[src/rtl/exc_sequencer.sv]
// exc_sequencer: trap entry/exit sequencer between decode/execute and CP0 with nesting depth tracking.
// Optional external-interrupt arbitration is enabled by defining EXC_INT_EN.
module exc_sequencer #(
  parameter logic [31:0] HANDLER_ADDR = 32'h00400004,
  parameter int MAX_DEPTH = 3
) (
  input  logic        clk_sig,
  input  logic        rst_n_sig,
  input  logic        syscall_req,
  input  logic        break_req,
  input  logic        teq_req,
  input  logic        int_req,
  input  logic        eret_req,
  input  logic [31:0] inst_pc,
  input  logic [31:0] status_in,
  input  logic [31:0] epc_in,
  output logic        stall,
  output logic        exc_flag,
  output logic        eret_flag,
  output logic [4:0]  cause_val,
  output logic [31:0] pc_val,
  output logic        pc_redirect,
  output logic [31:0] redirect_addr,
  output logic [2:0]  depth
);
  typedef enum logic [1:0] {IDLE, ENTER, VECTOR, RETURN} state_t;
  localparam logic [2:0] MAX_D = 3'(MAX_DEPTH);
  state_t state;
  logic teq_ok, brk_ok, sys_ok, int_ok, accept, take_eret, unused_bits;
  logic [4:0] cause_next;
`ifdef EXC_INT_EN
  assign int_ok = int_req & status_in[4];
  assign unused_bits = ^status_in[31:5];
`else
  assign int_ok = 1'b0;
  assign unused_bits = ^{int_req, status_in[31:4]};
`endif
  assign teq_ok = teq_req & status_in[3];
  assign brk_ok = break_req & status_in[2];
  assign sys_ok = syscall_req & status_in[1];
  assign accept = status_in[0] & (depth < MAX_D) & (teq_ok | brk_ok | sys_ok | int_ok);
  assign cause_next = teq_ok ? 5'd13 : brk_ok ? 5'd9 : sys_ok ? 5'd8 : 5'd0;
  // an exception accepted in the same cycle swallows the eret
  assign take_eret = eret_req & (depth != 3'd0) & ~accept;
  always_ff @(posedge clk_sig or negedge rst_n_sig) begin
    if (!rst_n_sig) begin
      state <= IDLE;
      depth <= 3'd0;
      cause_val <= 5'd0;
      pc_val <= 32'd0;
    end else begin
      case (state)
        IDLE: begin
          if (accept) begin
            state <= ENTER;
            cause_val <= cause_next;
            pc_val <= inst_pc;
          end else if (take_eret) state <= RETURN;
        end
        ENTER: begin
          state <= VECTOR;
          if (depth < MAX_D) depth <= depth + 3'd1;
        end
        VECTOR: state <= IDLE;
        default: begin
          state <= IDLE;
          if (depth != 3'd0) depth <= depth - 3'd1;
        end
      endcase
    end
  end
  assign stall = state != IDLE;
  assign exc_flag = state == ENTER;
  assign eret_flag = state == RETURN;
  assign pc_redirect = (state == VECTOR) | (state == RETURN);
  assign redirect_addr = state == VECTOR ? HANDLER_ADDR : state == RETURN ? epc_in : 32'd0;
endmodule

[config.mk]
export PLATFORM = sky130hd
export DESIGN_NAME = exc_sequencer
export DESIGN_NICKNAME = d
export VERILOG_FILES = /design/src/rtl/exc_sequencer.sv
export SDC_FILE = /design/constraint.sdc
export NUM_CORES = 1
export LEC_CHECK = 0
export CAP_MARGIN = 20
export CORE_UTILIZATION = 24
export DETAILED_ROUTE_END_ITERATION = 8
export GPL_ROUTABILITY_DRIVEN = 0
export PLACE_DENSITY = 0.73
export SETUP_SLACK_MARGIN = 0.15
export SLEW_MARGIN = 20
export SYNTH_ARGS = -nofsm -noshare
export SYNTH_HDL_FRONTEND = slang
export SYNTH_SLANG_ARGS = --single-unit
[constraint.sdc]
create_clock -name clk_sig -period 2.3 [get_ports clk_sig]
set_input_delay 0.345 -clock clk_sig [delete_from_list [all_inputs] [get_ports clk_sig]]
set_output_delay 0.345 -clock clk_sig [all_outputs]
set_load 0.02 [all_outputs]
### Word level (Yosys, flattened, before mapping)

Cells that the tools add are included.

* register bits: 42
* bits of input ports: 103
* output and inout bits: 76
* logic and storage cells: 42

* add/sub/neg operators: 2
* order comparisons: 1
* equality and inequality tests: 5
* mux-type cells: 11
* bitwise logic cells: 12
* reduce and logical (&&, ||, !) cells: 7

Operators by type and width (count)
* $mux 32: 2
* $mux 4: 3
* $and 1x1->1: 7
* $mux 3: 2
* $pmux 3 s2: 1
* $eq 2x2->1 const B: 2
* $mux 2: 2
* $pmux 2 s2: 1
* $reduce_bool 2->1: 2
* $add 3x1->3 const B: 1
* $lt 3x2->1 const B: 1
* $ne 3x3->1 const B: 1
* $or 1x1->1: 3
* $reduce_and 3->1: 1
* $reduce_bool 3->1: 1
* $sub 3x1->3 const B: 1
* $eq 2x1->1 const B: 1
* $logic_not 2->1: 1
* $ne 2x1->1 const B: 1
* $not 1->1: 2
* $reduce_and 2->1: 1
* $reduce_or 2->1: 1

### Logic depth before layout (Yosys ltp)

* depth after elaboration: 9
* depth in mapped cells: 6
* depth with buffers taken out: 5

### Least setup slack after synthesis

OpenSTA, ideal clock, no wires.

* path kind: register to register
* start point: register depth[0]
* end point: register pc_val[18]
* setup time: 0.125 ns
* arrival: 1.811 ns
* required time: 2.175 ns
* setup slack: 0.364 ns
* cell stages (with the launch flop): 6
* buffers on the path: 2
* clock period less this slack: 1.936 ns
* path through: dfrtp_1 clkbuf_1 and2_1 nor4_4 buf_6 mux2_2

* cells in the longest elaborated chain, start to end: 4

RTL lines
* start: declaration: line 24 `output logic [2:0] depth`
* start signal: assignment: line 62 `if (depth < MAX_D) depth <= depth + 3'd1;`
* start signal: assignment: line 67 `if (depth != 3'd0) depth <= depth - 3'd1;`
* $lt 3x2->1: line 41 `assign accept = status_in[0] & (depth < MAX_D) & (teq_ok | brk_ok | sys_ok | int_ok);`
* $and 1x1->1 (2 in a row): line 41
* $reduce_and 2->1 (no source line)
* end signal: assignment: line 57 `pc_val <= inst_pc;`
* end: declaration: line 21 `output logic [31:0] pc_val,`

No other way between the ends.
A chain may end at the register's enable or synchronous reset.

### Worst setup path in the final report

* start point: register state[0]
* end point: output port redirect_addr[4]

* cells in the longest elaborated chain, start to end: 3
* elaborated cells between the ends (all ways): 4
* classes of those cells: 2 x eq/ne; 2 x mux

RTL lines
* start: declaration: line 28 `state_t state;`
* start signal: assignment: line 47 `state <= IDLE;`
* start signal: assignment: line 55 `state <= ENTER;`
* start signal: assignment: line 58 `end else if (take_eret) state <= RETURN;`
* $eq 2x2->1: line 76 `assign redirect_addr = state == VECTOR ? HANDLER_ADDR : state == RETURN ? epc_in : 32'd0;`
* $mux 32: line 76
* $mux 32 (*): line 76
* end: declaration: line 23 `output logic [31:0] redirect_addr,`

Mark *: on every way between the ends. The rest lies on a longest branch, timed or not.

==> flow_summary.toml <==
[run_status]
run_status = "finished, final reports clean"

[logic_synthesis]
synthesized_area_divided_by_synthesized_cell_count_sq_um = 12.1
mappedNetlistArea_sq_um = 1930
synthDistinctLibCells = 32
ys_warn_count = 0
asyncSetResetFlopFracSynth_pct = 100
synth_cells = 159
postSynthRegisterBits = 40
number_of_synthesized_flops_with_an_enable_pin = 0
synth.yosys.seq_area_share_pct = 51.9
post_synth_top_flop = "dfrtp_1"

[clocking]
cts-root-to-sink-buffers = 2
post_cts_hold_buffer_count = 0
clk-insertion-delay-late_ns = 0.29
clock-sinks = 40
worst_setup_hold_path_clk_slew_ns = 0.08
htree_num_levels = 2
clockRootBuffer = "clkbuf_8"
number_of_buffers_created_by_cts = 5
clock_tree_from_tritoncts = "done"

[detailed_routing]
vias = 1816
drtAntennaViolNets = 0
dr_iter_0_viols = 33
first_pass_iters = 4
drt-wirelength-per-cell_microns = 13.4
drt-vias-per-instance = 4.40
detail_route.drc_violations = 0
routed_wirelength_microns = 5520

[floorplan]
floorplan.die_area_sq_um = 8400
floorplan.die.height_microns = 91.6
core_area_sq_um = 7770
top_level_ports = 179
floorplan.die.width_microns = 91.6
num_rows = 32
initial_core_util_pct = 24.8

[setup_path]
worst_ep_required_ns = 1.96
critPathMaxStageDelay_ns = 0.60
timing.critical_path.cells = "buf_6 -> and3_1 -> clkdlybuf4s50_1"
critical_path_startpoint_category = "flip-flop"
critical_path_class = "reg -> out"
slowest_cell_on_the_critical_path = "clkdlybuf4s50_1"
r2r_start = "state[0]$_DFFE_PN0P_"
setup.reg_to_reg.worst_slack_ns = 0.42
critPathMaxFanout = 27
worstSetupEndpointType = "output port"
cp.arrival_ns = 1.72
crit_start = "state[0]$_DFFE_PN0P_"

[sta]
report.final.setup_viol = 0
min_period_over_period_pct = 89.9
time_the_final_worst_path_needs_with_i_o_delays_and_setup_ns = 2.07
drv_slew = 0
worst_tran_pin_value_ns = 0.878
final_worst_setup_slack_ns = 0.233
timing.max_slew.rel_slack_pct = 41.5
setup_repair_after_global_routing_missed_its_margin = "no"
timing_hold_violations_final = 0
setup_total_negative_slack_ns = 0
finalClockSkew_ns = 0.00422
fmaxAchievable_mhz = 484

[global_routing]
grt_use_met2_pct = 23.0
first_pass_grt_wire_length_microns = 8800
grt-ovfl-total = 0
globalRouteTotalUtil_pct = 13.2
number_of_antenna_violations_at_the_first_check_in_global_routing = 0
gr-usage-met1_pct = 15.9
first_global_vias = 1843
grt_max_degree = 41
globalRoute.busiestLayer = "met2"
met3_usage_pct = 3.15

[power]
p_leak_nw = 1.85
vdd_drop_max_mv = 0.363
total_switching_power_mw = 1.64
p_seq_share_pct = 29.1
power_per_standard_cell_area_nw_per_um2 = 1170
clockPowerShare_pct = 11.3
report.power.total_mw = 4.27
p_sw_share_pct = 38.3
internal-power_mw = 2.64
power.share.combinational_pct = 59.6

[cells_and_area]
multiInputGateArea_sq_um = 826
register_area_sq_um = 1000
layout_commonest_cell = "clkdlybuf4s50_1"
fillerInstances = 745
finalNetCount = 414
post_route_cells_drive_above_1_share_pct = 17.7
synthToLayoutAreaGrowth_pct = 89.7
antenna-diode-count = 0
mostFrequentLayoutCells = "116 x clkdlybuf4s50_1, 39 x dfrtp_1, 32 x mux2_2"

[worst_hold_path]
hold_path_class = "in -> async"

[placement]
io_buffers = 147
detailedPlacementHpwl_microns = 4310
post-place-ws_ns = 0.146

[flow_run]
cap_viol_max_count = 0
[power groups by stage]
stage	combinational (mW)	sequential (mW)	clock (mW)
2_1_floorplan	0.945	1.65	0
3_3_place_gp	2.53	1.24	0
3_5_place_dp	2.57	1.26	0
4_1_cts	2.55	1.25	0.509
5_1_grt	2.71	1.30	0.538
6_report	2.55	1.24	0.485
[registers in the layout, summed over array words and instances, names as in the netlist]
register and flops:
pc_val 32, cause_val 3, state 2, depth 3
[cells in the mapped netlist, types with 2 or more instances]
cell / instances / area [sq um]
buf_4: 2 / 15.0
a21oi_1: 5 / 25.0
o21a_1: 2 / 15.0
nand2_1: 3 / 11.3
o31ai_1: 2 / 15.0
mux2_2: 32 / 360
and3_1: 30 / 188
and2_1: 2 / 12.5
nand2b_1: 3 / 18.8
nor2_1: 2 / 7.51
inv_1: 5 / 18.8
dfrtp_1: 40 / 1000
clkbuf_1: 10 / 37.5
buf_6: 3 / 33.8
[path summary, 6_finish.rpt]
path                                            endpoint  cells past startpoint
worst max-delay path                    redirect_addr[4]                      3
worst min-delay path              pc_val[25]$_DFFE_PN0P_                      1
worst max register to register     pc_val[7]$_DFFE_PN0P_                      4
worst min register to register  cause_val[3]$_DFFE_PN0P_                      1
max in group asynchronous           state[0]$_DFFE_PN0P_                      1
min in group clk_sig            cause_val[3]$_DFFE_PN0P_                      1
[through the flow]
stage	instances	utilization [%]	instance area [sq um]	hold WS [ns]
after floorplan	160	-	1930	0.0494
after global placement	402	45.4	3520	0.456
after detailed placement	402	45.4	3520	0.460
after CTS	410	46.4	3600	0.211
after global routing	413	47.1	3660	0.256
final	413	47.1	3660	0.173
[final cells by class]
class,count,share of cell area [%]
clock inverters,1,0.205
multi-input cells,100,22.6
repair buffers,158,43.4
well taps,102,3.49
clock buffers,7,2.36
inverters,5,0.513
flip-flops and latches,40,27.4
[worst max-delay path, delay by kind of cell, from the launching register on]
family | cells | cell delay [ns]
and+or+nand+nor | 1 | 0.17
buffers and inverters | 2 | 0.81
DFF | 1 | 0.45
[routing by layer]
layer	share of wire (%)	wire (microns)	up-vias
met5	0	0	-
li1	-	-	859
met1	41	2240	859
met3	8.1	447	7
met2	50	2760	91
met4	1.3	71	0
[timing repair]
item                       4_1_cts  5_1_grt
resized for setup               21       12
buffers inserted                 0        3
gates cloned                     0        0
setup endpoints to repair       34       16
hold endpoints to repair         0        0
[logic make-up (layout without fill, tap and decap cells)]
family,after synthesis,count (layout),share of synthesized area [%]
compound gates,17,17,6.23
fa+ha+maj,2,2,1.56
buf+inv,20,171,5.45
flops,40,40,51.9
mux,34,34,19.8
other cells,1,2,0.194
simple gates,45,45,14.9
(Power assumes the default switching activity.)
